--- src/rtl/frog_controller.sv ---
// Frog position, life count and game-over flag for the frogger game; optional macro FROG_GRACE_PERIOD_EN.
// Latency: 1 cycle from sampled switch/collision/reset_* to registered outputs.
// Backpressure: none; switches are edge-detected every cycle, excess edges are dropped.
module frog_controller #(
    parameter int unsigned GRID_W         = 20,
    parameter int unsigned GRID_H         = 15,
    parameter int unsigned START_X        = 10,
    parameter int unsigned RESPAWN_CYCLES = 12_500_000,
    parameter int unsigned GRACE_CYCLES   = 25_000_000
) (
    input  logic       clk,
    input  logic       reset,
    input  logic       debounced_sw1,
    input  logic       debounced_sw2,
    input  logic       debounced_sw3,
    input  logic       debounced_sw4,
    input  logic       collision,
    input  logic       reset_frog,
    input  logic       reset_lives,
    output logic [4:0] frog_x,
    output logic [3:0] frog_y,
    output logic       frog_at_top,
    output logic [1:0] lives,
    output logic       reset_level
);

    // Timer covers the longer of the two freeze/grace windows.
    localparam int unsigned MAX_CYC = (RESPAWN_CYCLES > GRACE_CYCLES) ? RESPAWN_CYCLES : GRACE_CYCLES;
    localparam int unsigned TW      = (MAX_CYC < 2) ? 1 : $clog2(MAX_CYC);

    localparam logic [4:0] X_MAX   = 5'(GRID_W - 1);
    localparam logic [3:0] Y_MAX   = 4'(GRID_H - 1);
    localparam logic [4:0] X_START = 5'(START_X);

    typedef enum logic [2:0] {
        PLAY      = 3'd0,
        AT_TOP    = 3'd1,
        HIT       = 3'd2,
`ifdef FROG_GRACE_PERIOD_EN
        GRACE     = 3'd4,
`endif
        GAME_OVER = 3'd3
    } state_t;

    state_t        state, n_state;
    logic [3:0]    sw_q;
    logic [3:0]    sw;
    logic [3:0]    rise;
    logic [TW-1:0] timer, n_timer;
    logic [4:0]    n_x, mv_x;
    logic [3:0]    n_y, mv_y;
    logic          n_at_top, n_reset_level, mv_vld;
    logic [1:0]    n_lives;

    assign sw   = {debounced_sw4, debounced_sw3, debounced_sw2, debounced_sw1};
    assign rise = sw & ~sw_q;

    // Highest-priority rising switch decides; a blocked move is simply dropped.
    always_comb begin
        mv_vld = 1'b0;
        mv_x   = frog_x;
        mv_y   = frog_y;
        if (!(&sw)) begin
            if (rise[0]) begin
                if (frog_y != 4'd0) begin
                    mv_y   = frog_y - 4'd1;
                    mv_vld = 1'b1;
                end
            end else if (rise[1]) begin
                if (frog_y != Y_MAX) begin
                    mv_y   = frog_y + 4'd1;
                    mv_vld = 1'b1;
                end
            end else if (rise[2]) begin
                if (frog_x != 5'd0) begin
                    mv_x   = frog_x - 5'd1;
                    mv_vld = 1'b1;
                end
            end else if (rise[3]) begin
                if (frog_x != X_MAX) begin
                    mv_x   = frog_x + 5'd1;
                    mv_vld = 1'b1;
                end
            end
        end
    end

    always_comb begin
        n_state       = state;
        n_x           = frog_x;
        n_y           = frog_y;
        n_at_top      = frog_at_top;
        n_lives       = lives;
        n_reset_level = reset_level;
        n_timer       = timer;

        if (reset_lives) begin
            n_lives       = 2'd3;
            n_reset_level = 1'b0;
            n_x           = X_START;
            n_y           = Y_MAX;
            n_at_top      = 1'b0;
            n_timer       = '0;
            n_state       = PLAY;
        end else if (reset_frog && state != GAME_OVER) begin
            n_x      = X_START;
            n_y      = Y_MAX;
            n_at_top = 1'b0;
            n_timer  = '0;
            n_state  = PLAY;
        end else begin
            case (state)
                PLAY: begin
                    if (collision) begin
                        n_x = X_START;
                        n_y = Y_MAX;
                        if (lives <= 2'd1) begin
                            n_lives       = 2'd0;
                            n_reset_level = 1'b1;
                            n_state       = GAME_OVER;
                        end else begin
                            n_lives = lives - 2'd1;
                            n_timer = TW'(RESPAWN_CYCLES - 1);
                            n_state = HIT;
                        end
                    end else if (mv_vld) begin
                        n_x = mv_x;
                        n_y = mv_y;
                        if (mv_y == 4'd0) begin
                            n_at_top = 1'b1;
                            n_state  = AT_TOP;
                        end
                    end
                end
                HIT: begin
                    if (timer == '0) begin
`ifdef FROG_GRACE_PERIOD_EN
                        n_timer = TW'(GRACE_CYCLES - 1);
                        n_state = GRACE;
`else
                        n_state = PLAY;
`endif
                    end else begin
                        n_timer = timer - TW'(1);
                    end
                end
`ifdef FROG_GRACE_PERIOD_EN
                GRACE: begin
                    if (timer == '0) begin
                        n_state = PLAY;
                    end else begin
                        n_timer = timer - TW'(1);
                    end
                    if (mv_vld) begin
                        n_x = mv_x;
                        n_y = mv_y;
                        if (mv_y == 4'd0) begin
                            n_at_top = 1'b1;
                            n_timer  = '0;
                            n_state  = AT_TOP;
                        end
                    end
                end
`endif
                AT_TOP:    n_at_top = 1'b1;
                GAME_OVER: begin
                    n_lives       = 2'd0;
                    n_reset_level = 1'b1;
                end
                default:   n_state = PLAY;
            endcase
        end
    end

    always_ff @(posedge clk or posedge reset) begin
        if (reset) begin
            state       <= PLAY;
            sw_q        <= 4'd0;
            timer       <= '0;
            frog_x      <= X_START;
            frog_y      <= Y_MAX;
            frog_at_top <= 1'b0;
            lives       <= 2'd3;
            reset_level <= 1'b0;
        end else begin
            state       <= n_state;
            sw_q        <= sw;
            timer       <= n_timer;
            frog_x      <= n_x;
            frog_y      <= n_y;
            frog_at_top <= n_at_top;
            lives       <= n_lives;
            reset_level <= n_reset_level;
        end
    end

endmodule

--- config.mk ---
export PLATFORM = sky130hd
export DESIGN_NAME = frog_controller
export DESIGN_NICKNAME = d
export VERILOG_FILES = /design/src/rtl/frog_controller.sv
export SDC_FILE = /design/constraint.sdc
export NUM_CORES = 1
export LEC_CHECK = 0
export ABC_AREA = 1
export CAP_MARGIN = 20
export CELL_PAD_IN_SITES_DETAIL_PLACEMENT = 0
export CELL_PAD_IN_SITES_GLOBAL_PLACEMENT = 1
export CORE_MARGIN = 8
export CORE_UTILIZATION = 24
export CTS_CLUSTER_DIAMETER = 30
export DETAILED_ROUTE_END_ITERATION = 10
export PLACE_DENSITY = 0.57
export SLEW_MARGIN = 10
export SYNTH_ARGS = -nofsm -noshare
export SYNTH_HDL_FRONTEND = slang
export SYNTH_SLANG_ARGS = --single-unit
--- constraint.sdc ---
create_clock -name clk -period 2.41 [get_ports clk]
set_input_delay 0.482 -clock clk [delete_from_list [all_inputs] [get_ports clk]]
set_output_delay 0.482 -clock clk [all_outputs]
set_load 0.01 [all_outputs]
After elaboration in Yosys (flattened, before gate mapping):

Cells that the tools add are included.

* bits in registers: 45
* bits in latches: 0
* RAM bits: 0
* bits in read-only memories: 0
* input port bits: 9
* output and inout port bits: 13
* word-level logic and storage cells: 123
* memories: 0

* add/sub/neg operators: 6
* $mul: 0
* divide/modulo/power cells: 0
* order comparisons: 1
* eq/ne operators: 23
* shifts and indexed selects: 0
* mux-type cells: 61
* bitwise gates (word level): 2
* reductions and logical operators: 22

Operators by type and width (count)
* 25-bit 2-to-1 mux: 5
* 5-bit 2-to-1 mux: 12
* 25-bit one-hot mux with 2 select lines: 1
* 4-bit 2-to-1 mux: 10
* 4-bit != test, second input constant: 8
* 25-bit logical NOT: 1
* 25-bit by 1-bit subtractor with 25-bit output, second input constant: 1
* 4-bit AND reduction: 5
* 1-bit 2-to-1 mux: 19
* 3-bit 2-to-1 mux: 6
* 4-bit nonzero test: 4
* 5-bit != test, second input constant: 3
* 5-bit nonzero test: 3
* 4-bit by 3-bit != test with 1-bit output, second input constant: 3
* 3-bit one-hot mux with 3 select lines: 1
* 2-bit 2-to-1 mux: 4
* 8-bit AND reduction: 1
* 3-bit by 2-bit equality test with 1-bit output, second input constant: 2
* 3-bit != test, second input constant: 2
* 3-bit nonzero test: 2
* 5-bit by 1-bit adder with 5-bit output, second input constant: 1
* 5-bit by 3-bit != test with 1-bit output, second input constant: 1
* 5-bit by 1-bit subtractor with 5-bit output, second input constant: 1
* 4-bit by 1-bit adder with 4-bit output, second input constant: 1
* 17 further kinds: 18

Longest topological paths before layout:

Gate-level depths: netlist of the first run.

* depth in word-level cells: 12
* gate-level depth with buffers: 15
* mapped depth without buffers: 15

Worst setup path after synthesis of the first run:

Ideal clock, no wire load.

* kind: reg-to-reg
* start point: register frog_y[1]
* end point: register frog_x[0]
* library setup time: 0.131 ns
* arrival time: 1.681 ns
* data required time: 2.279 ns
* path slack: 0.599 ns
* cell stages (with the launch flop): 13
* path buffers: 0
* clock period less this slack: 1.811 ns
* cell sequence: dfstp_2 > inv_1 > ha_1 > nand2_1 > nor2_2 > nor2_2 > nand3_1 > nand2_2 > o21ai_4 > inv_4 > nand2_4 > nand2_1 > o21ai_1

* word-level cells in the longest chain between the ends: 7
* elaborated cells between the ends (all ways): 9
* those cells by class: 1 x eq/ne; 5 x mux; 3 x reduce/logical

Ends and longest elaborated chain
* from (decl): line 21 `output logic [3:0] frog_y,`
* from (signal assigned): line 190 `frog_y <= n_y;`
* 4-bit != test: line 70 `if (frog_y != Y_MAX) begin`
* 1-bit 2-to-1 mux: line 70
* 1-bit 2-to-1 mux: line 69 `end else if (rise[1]) begin`
* 1-bit 2-to-1 mux *: line 64 `if (rise[0]) begin`
* 1-bit 2-to-1 mux *: line 63 `if (!(&sw)) begin`
* 4-bit nonzero test (no line) *
* 8-bit AND reduction (no line) *
* to (signal assigned): line 189 `frog_x <= n_x;`
* to (decl): line 20 `output logic [4:0] frog_x,`

Mark *: on every way between the ends. The rest lies on a longest branch, timed or not.
A chain may end at the register's enable or synchronous reset.

Worst setup path in the final report of the first run:

* start point: register timer[0]
* end point: register timer[20]

* word-level cells in the longest chain between the ends: 5
* elaborated cells between the ends (all ways): 8
* those cells by class: 1 x add/sub; 1 x eq/ne; 4 x mux; 2 x reduce/logical

Ends and longest elaborated chain
* from (decl): line 49 `logic [TW-1:0] timer, n_timer;`
* from (signal assigned): line 188 `timer <= n_timer;`
* 25-bit by 1-bit subtractor with 25-bit output: line 144 `n_timer = timer - TW'(1);`
* 25-bit 2-to-1 mux: line 136 `if (timer == '0) begin`
* 25-bit one-hot mux with 2 select lines: line 112 `case (state)`
* 25-bit 2-to-1 mux: line 105 `end else if (reset_frog && state != GAME_OVER) begin`
* 25-bit 2-to-1 mux: line 97 `if (reset_lives) begin`

Several ways; a longest one is shown, not always the timed one. The select of a mux whose other input is x is not followed.

==> results of run 1 <==
worst max-delay path by stage:
stage | start | end | slack [ns] | depth (start not counted)
6_report | timer[0] | timer[20] | 0.36 | 13
3_3_place_gp | debounced_sw3 | frog_x[3] | 0.09 | 9
2_1_floorplan | frog_y[1] | frog_x[0] | 0.60 | 12
4_1_cts | timer[0] | timer[20] | 0.35 | 13
5_1_grt | timer[0] | timer[20] | 0.14 | 13
3_5_place_dp | debounced_sw3 | frog_x[4] | 0.07 | 13
cell usage in the layout (no fill, tap or decap), types with 2 or more instances in the layout:
| cell type | n |
|---|---|
| a21o_1 | 2 |
| a21oi_1 | 20 |
| a31oi_1 | 3 |
| buf_12 | 3 |
| buf_4 | 8 |
| clkbuf_16 | 5 |
| clkdlybuf4s50_1 | 21 |
| clkinv_2 | 2 |
| dfrtp_1 | 37 |
| dfstp_2 | 7 |
| ha_1 | 8 |
| inv_1 | 49 |
| inv_2 | 10 |
| nand2_1 | 112 |
| nand2_2 | 3 |
| nand2_4 | 3 |
| nand3_1 | 29 |
| nand3_2 | 2 |
| nand4_1 | 10 |
| nor2_1 | 42 |
| nor2_2 | 8 |
| nor2_4 | 5 |
| nor3_1 | 2 |
| nor4_1 | 2 |
| o21ai_0 | 20 |
| o21ai_1 | 17 |
| o22ai_1 | 11 |
| xor2_1 | 8 |
state kept, by name (all words and copies together), names as in the netlist:
register	cells
sw_q	4
reset_level	1
frog_at_top	1
state	2
timer	25
frog_y	4
frog_x	5
lives	2
report_power, final:
group          internal (mW)  switching [mW]
clock network          0.383           0.309
registers              0.817          0.0775
logic                  0.252           0.408
total                   1.45           0.795
critical path, delay by kind of cell, from the launching register on:
family / cells / cell delay (ns)
flops: 1 / 0.41
buf+inv: 2 / 0.22
compound gates: 1 / 0.12
fa+ha+maj: 1 / 0.22
simple gates: 9 / 0.98
area by class of cell:
cell class	count	area (um^2)	area share (%)
well taps	172	215	5.80
inverters	60	228	6.14
multi-input cells	318	1680	45.4
clock inverters	3	18.8	0.506
flip-flops and latches	44	1110	29.9
repair buffers	32	330	8.90
clock buffers	5	125	3.37
logic make-up (layout without fill, tap and decap cells):
logic type,after synthesis,after routing
buffers and inverters,64,100
XOR/XNOR,8,8
AND/OR/NAND/NOR,224,224
adder cells (fa/ha/maj),9,9
AO/OA/AOI/OAI,77,77
flip-flops,44,44
stage by stage:
stage / hold WS (ns) / setup WS [ns] / total power, mW / utilization (%)
2_1_floorplan: 0.490 / 0.599 / 1.34 / -
3_3_place_gp: 0.500 / 0.0931 / 1.58 / 28.5
3_5_place_dp: 0.496 / 0.0700 / 1.57 / 28.5
4_1_cts: 0.507 / 0.351 / 2.29 / 29.6
5_1_grt: 0.540 / 0.139 / 2.42 / 29.6
6_report: 0.503 / 0.358 / 2.25 / 29.6
per-layer routing:
layer	vias up	part of all wire (%)
met2	53	46
met5	-	0
met4	0	2.2
li1	1461	-
met3	13	3.7
met1	1307	48
==> run metrics, run 1 <==
dpl cell area=3570 um^2; Distinct cells, synth=37; Starting Density=24.5%; most common cell in the netlist=nand2_1; post-layout minimum cycle time=2.05 ns; Detailed Route WL=8.44 mm; placed cell count=626; R2R setup slack=0.36 ns; GP Congestion=0.789; Die X=129 um; Synth Cell Area=3060 um^2; first-pass GRT wire length=14.5 mm; multiplexer share of the synthesized area=0%; GRT overflow=0; drt first pass iters=4; worst r2r dst=timer[20]; Worst-Margin Slew=0.466 ns; register bit total from synthesis=44; largest family of logic cells by synthesized area=simple AND/OR/NAND/NOR gates; CTS clock-pin slew for the worst setup and hold paths=0.07 ns; GRT Total Usage=11.0%; Post-synth EDFFs=0; asr flop ratio synth=100%; post-synthesis sequential area ratio=36.3%; Final Hold Vio Count=0; routed vias/inst=4.47; IO Pins=22; Synth area leader=dfrtp_1; Power Dens Cells=605 nW/um^2; worst min-delay path class=flop to flop; GRT met2 Usage=17.8%; gr busiest metal=met2; initial antenna violation count=0; height of the die=129 um; port bufs=21; Final HPWL DP=6.58 mm; Worst-Skew Late Latency=0.29 ns; TritonCTS Buffers=5; met3 Use GR=2.28%; post-route cell area=3710 um^2; share of the synthesized area in the top cell type=30.3%; Layout area overhead=21.3%; Mapped Cells=426; simple-gate share of the synthesized area=34.6%; final setup TNS=0 ns; postcts setup bufs=0; ys flop type=dfrtp_1; Final Skew=0.0123 ns; Mapped Nets=444; CTS Sinks=44; Worst Path Class, Setup=flop to flop; synthesized area per cell=7.18 um^2; CP max stage cell=dfrtp_1; WP data required=2.60 ns; DR WL/cell=13.3 um; largest net degree at the start of global routing=27; WHS Endpoint=frog_x[3]; Leak Pwr=1.74 nW; clock buffer depth=2; Post-Synth Adder-Cell Area=3.92%; hold depth=2; beginning of the worst hold path=frog_x[3]; Final ANT Viol Nets=0; CP endpoint kind=flop; Critical Path AT=2.24 ns; Final Net Count=479; critical path, cell by cell=inv_1, ha_1, inv_1, nor2_1, nand2_1, nor2_2, nand3_2, nor2_4, nand2_1, o21ai_1, nand3_1, nand2_1, nand2_1; CTS root buffer=clkbuf_16; initial drt markers=100; share of cells above drive strength 1=13.9%; outcome=finished, final reports clean; Hold-fix buffers, CTS=0; Finish-stage setup viols=0; GR Util met1=14.0%; slowest stage delay, CP=0.41 ns; diode count=0; Die Footprint=16600 um^2; worst reg-to-reg path cell count=13; MaxCap Viol Count=0; worst r2r src=timer[0]; Ys Warns=0; startpoint types=flop; core area=12500 um^2; CTS H-tree depth=2; Worst slew margin=68.9%; Post-CTS Resized=0; Finished Layout Cells=634; ranking of synthesized cells by area=dfrtp_1 30%, nand2_1 14%, inv_1 6.1%; peak supply drop=228 uV; part of the cycle the worst path needs=85.2%; CTS tree=yes; RSZ-0062 raised after global routing=false; f_max=0.487 GHz; vias in the first global route=2891; XOR/XNOR share of the synthesized area=2.29%; Slew Limit Fails=0; row count=41; vias after detailed routing=2834; Layout fillers=1417; Synth Area in Compound Gates=14.2%; Crit path top cell by count=nand2_1; residual DRC count=0; Synth top cells by count=112 x nand2_1, 50 x inv_1, 42 x nor2_1, 37 x dfrtp_1, 29 x nand3_1; worst-path fanout max=5
No activity file was read; power rests on OpenSTA's default activity.
==> inputs of run 2 (changes only) <==
--- a/config.mk
+++ b/config.mk
@@ -6,7 +6,7 @@
 export NUM_CORES = 1
 export LEC_CHECK = 0
 export ABC_AREA = 1
-export CAP_MARGIN = 20
+export CAP_MARGIN = 40
 export CELL_PAD_IN_SITES_DETAIL_PLACEMENT = 0
 export CELL_PAD_IN_SITES_GLOBAL_PLACEMENT = 1
 export CORE_MARGIN = 8
==> results of run 2 <==
Final layout, timing and power as in run 1 (identical DEF).
